[src/rtl/julia_pixel_writer.sv]
// julia_pixel_writer: maps Julia pixel results to colour and frame-buffer
// address, queues them in a small FIFO and drains them through an Avalon-MM
// write master. Signals frame completion after H_RES*V_RES writes.
// Optional build macro: JULIA_PIXWR_STALL_CNT_EN enables the stall_cycles
// counter; without it stall_cycles is tied to zero.
module julia_pixel_writer #(
  parameter int unsigned ADDRW     = 26,
  parameter logic [31:0] BASE_ADDR = 32'h0800_0000,
  parameter int unsigned H_RES     = 640,
  parameter int unsigned V_RES     = 480,
  parameter int unsigned ITERW     = 8,
  parameter int unsigned MAX_ITER  = 255,
  parameter int unsigned DEPTH     = 8
) (
  input  logic             clk,
  input  logic             reset_n,
  input  logic             start_frame,
  input  logic             pix_valid,
  output logic             pix_ready,
  input  logic [9:0]       pix_x,
  input  logic [8:0]       pix_y,
  input  logic [ITERW-1:0] pix_iter,
  output logic [ADDRW-1:0] master_address,
  output logic [31:0]      master_writedata,
  output logic             master_write,
  input  logic             master_waitrequest,
  output logic             busy,
  output logic             frame_done,
  output logic             err_oob,
  output logic [31:0]      stall_cycles
);

  localparam int unsigned PTRW  = (DEPTH > 1) ? $clog2(DEPTH) : 1;
  localparam int unsigned CNTW  = PTRW + 1;
  localparam int unsigned ENTW  = ADDRW + 32;
  localparam int unsigned DONEW = 19;
  localparam int unsigned FRAME = H_RES * V_RES;
  localparam logic [DONEW-1:0] FRAME_CNT = DONEW'(FRAME);

  typedef enum logic [1:0] {S_IDLE, S_RUN, S_DONE} state_e;

  state_e            state_q, state_d;
  logic [CNTW-1:0]   count_q, count_d;
  logic [PTRW-1:0]   wr_ptr_q, wr_ptr_d;
  logic [PTRW-1:0]   rd_ptr_q, rd_ptr_d;
  logic [DONEW-1:0]  done_cnt_q, done_cnt_d;
  logic              err_oob_q, err_oob_d;
  logic              pix_ready_q, pix_ready_d;
  logic              master_write_q, master_write_d;
  logic [ENTW-1:0]   head_q, head_d;
  logic              busy_q, busy_d;
  logic              frame_done_q, frame_done_d;

  logic [ENTW-1:0]   mem [DEPTH];

  logic              accept, in_range, push, pop, start_clr;
  logic [31:0]       lin_idx, addr_full, iter_ext;
  logic [7:0]        gray;
  logic [31:0]       colour;
  logic [ENTW-1:0]   push_entry;
  logic [CNTW-1:0]   count_after_pop;

  // Pixel acceptance, address and colour mapping
  always_comb begin
    accept     = pix_valid && pix_ready_q;
    in_range   = (32'(pix_x) < H_RES) && (32'(pix_y) < V_RES);
    push       = accept && in_range;
    pop        = master_write_q && !master_waitrequest;
    start_clr  = (state_q == S_IDLE) && start_frame;
    lin_idx    = 32'(pix_y) * 32'(H_RES) + 32'(pix_x);
    addr_full  = BASE_ADDR + (lin_idx << 2);
    iter_ext   = 32'(pix_iter);
    gray       = iter_ext[7:0];
    colour     = (pix_iter == ITERW'(MAX_ITER)) ? 32'h0 : {8'h00, gray, gray, gray};
    push_entry = {addr_full[ADDRW-1:0], colour};
  end

  // FIFO bookkeeping, head prefetch and frame counters
  always_comb begin
    count_after_pop = count_q - CNTW'(pop);
    count_d         = count_after_pop + CNTW'(push);
    wr_ptr_d        = push ? wr_ptr_q + PTRW'(1) : wr_ptr_q;
    rd_ptr_d        = pop  ? rd_ptr_q + PTRW'(1) : rd_ptr_q;
    master_write_d  = (count_d != '0);
    // A push into an otherwise empty queue becomes the head directly
    if (count_after_pop == '0) begin
      head_d = push ? push_entry : head_q;
    end else begin
      head_d = mem[rd_ptr_d];
    end
    done_cnt_d = done_cnt_q;
    if (start_clr) begin
      done_cnt_d = '0;
    end else if (pop && (done_cnt_q != FRAME_CNT)) begin
      done_cnt_d = done_cnt_q + DONEW'(1);
    end
    err_oob_d = err_oob_q;
    if (start_clr) begin
      err_oob_d = 1'b0;
    end else if (accept && !in_range) begin
      err_oob_d = 1'b1;
    end
  end

  // FSM state register
  always_ff @(posedge clk or negedge reset_n) begin
    if (!reset_n) state_q <= S_IDLE;
    else          state_q <= state_d;
  end

  // FSM next-state logic
  always_comb begin
    state_d = state_q;
    unique case (state_q)
      S_IDLE: if (start_frame) state_d = S_RUN;
      S_RUN:  if (done_cnt_q == FRAME_CNT) state_d = S_DONE;
      S_DONE: state_d = S_IDLE;
      default: state_d = S_IDLE;
    endcase
  end

  // FSM outputs, computed from the upcoming state so the registers align with it
  always_comb begin
    busy_d       = (state_d == S_RUN);
    frame_done_d = (state_d == S_DONE);
    pix_ready_d  = (state_d == S_RUN) && (count_d != CNTW'(DEPTH));
  end

  // FIFO storage (no reset needed; validity tracked by count)
  always_ff @(posedge clk) begin
    if (push) mem[wr_ptr_q] <= push_entry;
  end

  // Control and output registers
  always_ff @(posedge clk or negedge reset_n) begin
    if (!reset_n) begin
      count_q        <= '0;
      wr_ptr_q       <= '0;
      rd_ptr_q       <= '0;
      done_cnt_q     <= '0;
      err_oob_q      <= 1'b0;
      pix_ready_q    <= 1'b0;
      master_write_q <= 1'b0;
      head_q         <= '0;
      busy_q         <= 1'b0;
      frame_done_q   <= 1'b0;
    end else begin
      count_q        <= count_d;
      wr_ptr_q       <= wr_ptr_d;
      rd_ptr_q       <= rd_ptr_d;
      done_cnt_q     <= done_cnt_d;
      err_oob_q      <= err_oob_d;
      pix_ready_q    <= pix_ready_d;
      master_write_q <= master_write_d;
      head_q         <= head_d;
      busy_q         <= busy_d;
      frame_done_q   <= frame_done_d;
    end
  end

`ifdef JULIA_PIXWR_STALL_CNT_EN
  logic [31:0] stall_q;

  // Count cycles where the slave stalls a pending write
  always_ff @(posedge clk or negedge reset_n) begin
    if (!reset_n)                                stall_q <= '0;
    else if (start_clr)                          stall_q <= '0;
    else if (master_write_q && master_waitrequest) stall_q <= stall_q + 32'd1;
  end

  assign stall_cycles = stall_q;
`else
  assign stall_cycles = 32'd0;
`endif

  assign pix_ready        = pix_ready_q;
  assign master_write     = master_write_q;
  assign master_address   = head_q[ENTW-1:32];
  assign master_writedata = head_q[31:0];
  assign busy             = busy_q;
  assign frame_done       = frame_done_q;
  assign err_oob          = err_oob_q;

endmodule

[config.mk]
export PLATFORM = sky130hd
export DESIGN_NAME = julia_pixel_writer
export DESIGN_NICKNAME = d
export VERILOG_FILES = /design/src/rtl/julia_pixel_writer.sv
export SDC_FILE = /design/constraint.sdc
export NUM_CORES = 1
export LEC_CHECK = 0
export ABC_AREA = 1
export CORE_MARGIN = 4
export CORE_UTILIZATION = 60
export CTS_BUF_LIST = sky130_fd_sc_hd__clkbuf_4 sky130_fd_sc_hd__clkbuf_8
export CTS_CLUSTER_DIAMETER = 200
export DETAILED_ROUTE_END_ITERATION = 10
export PLACE_DENSITY = 0.86
export SLEW_MARGIN = 20
export SYNTH_ARGS = -nofsm -noshare
export SYNTH_HDL_FRONTEND = slang
export SYNTH_SLANG_ARGS = --single-unit
[constraint.sdc]
create_clock -name clk -period 3.48 [get_ports clk]
set_input_delay 0.696 -clock clk [delete_from_list [all_inputs] [get_ports clk]]
set_output_delay 0.696 -clock clk [all_outputs]
set_load 0.005 [all_outputs]
==> metrics.txt <==
ranking of synthesized cells by area=edfxtp_1, dfrtp_1, nand2_1, nand3_1, inv_1; GP Congestion=0.9035; Worst-Margin Slew=0.9729 ns; Setup TNS=0 ns; Max IR drop VDD=0.6112 mV; Layout area overhead=14.77%; Ys Warns=0; IO Port Bufs=80; storage element area=8328 sq um; Critical Path Start=pix_y[1]; Rows=54; sequential area share after synthesis=61.10%; FFs w/ async S/R, synth=22.22%; layout cell share with drive strength beyond 1=10.70%; placed cell areas=approximately 15,000 sq um; Vias/cell=5.689; Die Ht=158.7 microns; post-CTS setup buffers=0; Crit Path Max Fanout=9; Synth Area per Inst=10.40 sq um; RR Endpoint=head_q[52]; CTS tree=built; Synth area leader=edfxtp_1; CORE AREA=22,090 sq um; r2r setup slk=0.91 ns; Reg2Reg Launch Point=master_write; Peak Freq=0.3335 GHz; Pleak=6.468 nW; Chip Width=158.7 microns; status=completed; first-pass GRT wire length=around 50,000 microns; Final Setup Violations=0; area of the multi-input gates=4185 sq um; vias=9,837; max-cap viol count=0; Clock Skew=0.01783 ns; Layout fillers=1,477; Power Dens Cells=826.8 nW/um^2; Diodes inserted=0; CTS resizes=0; # H-tree levels=2; final period demand of the worst path=2.999 ns; Num CTS Buffers=45; Worst setup SP type=input pin; Slew HR=roughly a third; Synth Flop Type=edfxtp_1; RSZ-0062 raised after global routing=false; CTS sink cnt=288; HP Class=in -> async; Worst setup EP type=flip-flop; clk_lat worst skew=0.55 ns; Fin. Hold Viols=0; Iter 0 DRT Violations=1,036; Mapped Area=around 14,000 sq um; Post-synth EDFFs=224; initial antenna violation count=0; Starting Density=between 60% and 70%; reg2reg path depth=16; number of global-route vias before repair=9,885; Root Buffer=clkbuf_8; Max Slew Vio Count=0; fin nets=1,473; total gr overflow=0; Hold Buf Count CTS=0; post-synth top area share=49.35%; Routed WL=about 31,000 microns; Setup CP Type=in -> reg; cell count after synthesis=1,311; clock tree buffer depth=3; Unique masters post-synth=38; clock transition at the registers of the reported paths=0.07 ns; DRT antenna net count=0; die area=~25,000 sq um; CP arrival=3.49 ns; Routed WL per cell=approximately 18 microns; largest net degree at the start of global routing=between 70 and 80; Final period util=86.17%; Remaining DRCs=0; Top Ports=approximately 130; flops & latches, synth=288; Post-DP HPWL=19,730 microns; design area=15,640 sq um; Critical Path RT=around 4 ns; gr usage total=about a quarter; first-pass detailed-route iteration total=5
[sequential cells by signal, indices dropped and copies added (netlist names)]
signal and count:
head_q 28, pix_ready 1, done_cnt_q 19, err_oob 1, wr_ptr_q 3, frame_done 1, mem 224, rd_ptr_q 3
state_q 2, master_write 1, busy 1, count_q 4
[placed cells by master, fill, tap and decap left out, drive strengths merged, types with 41 or more instances in the layout]
cell and count:
nand3 158, conb 54, dfrtp 64, buf 41, o21ai 59, clkbuf 67, nand2 286, nor2 79
inv 146, o211ai 66, clkdlybuf4s50 79, edfxtp 224
[cell usage after synthesis, types with 2 or more instances]
cell      instances
ha_1             25
nor3_1            7
or2_2             5
buf_4            68
o211ai_2          6
xnor2_1           5
buf_2            35
nand2_2           4
nor2_4            3
dfrtp_1          64
clkbuf_1          5
nand3_1         157
inv_1           144
nand3b_1          8
buf_6             9
xor2_1           13
inv_2             2
o21ai_1          32
o21ai_0          26
o211ai_1         60
nand2_1         281
fa_1              2
nor2_1           76
a21oi_1          29
nand4_1           9
edfxtp_1        224
[worst max path at each step]
stage                  to  cells after the start  slack, ns
2_1_floorplan  mem[0][16]                      6       0.38
3_3_place_gp   mem[0][41]                     13       0.05
3_5_place_dp   head_q[47]                     12      -0.09
4_1_cts        head_q[47]                     12       0.50
5_1_grt        mem[6][41]                     14       0.23
6_report       head_q[47]                     12       0.48
[cell families (layout without fill, tap and decap cells)]
family | count (synthesis) | count (layout) | share of synthesized area (%)
compound gates | 158 | 158 | 7.335
xor+xnor | 20 | 20 | 1.395
fa+ha+maj | 27 | 27 | 2.589
buf+inv | 263 | 348 | 9.933
flops | 288 | 288 | 61.10
other cells | 1 | 54 | 0.02751
simple gates | 554 | 554 | 17.62
[final cells by class]
class                   instances  share of cell area (%)
well taps                     280                   2.240
clock inverters                15                  0.9598
inverters                     146                   3.503
multi-input cells             813                   26.76
repair buffers                120                   7.967
flip-flops and latches        288                   53.24
clock buffers                  67                   5.335
[layer usage]
metal | vias to the layer above | global-route usage, % | part of all wire, %
met5 | - | 0 | 0
met4 | 0 | 10.26 | 3.5
met3 | 93 | 4.692 | 8.9
met2 | 508 | 42.64 | 51
met1 | 4675 | 29.85 | 37
li1 | 4561 | - | -
[critical path: stages]
cell,delay [ns]
clkdlybuf4s50_1,0.42
ha_1,0.30
ha_1,0.24
fa_1,0.44
nor2_1,0.15
nor2_1,0.08
nand2_1,0.07
nor2_1,0.05
buf_4,0.13
xnor2_1,0.61
a22oi_1,0.16
nand2_1,0.12
[report_power, final]
part	internal, mW	total [mW]	switching [mW]
combinational	2.00	5.20	3.20
clock	1.76	3.06	1.30
sequential	4.35	4.67	0.316
[metrics by stage]
step	worst slack, ns	hold WS, ns	power, mW	cells	util, %
after global placement	0.05284	0.4828	9.554	1647	66.34
final	0.4812	0.05636	12.93	1729	70.80
after detailed placement	-0.08645	0.4892	9.840	1647	66.34
after CTS	0.4981	0.05149	12.94	1729	70.80
after floorplan	0.3846	0.4004	8.158	1364	-
after global routing	0.2272	0.07297	13.66	1729	70.80
No activity file was read; power rests on OpenSTA's default activity.
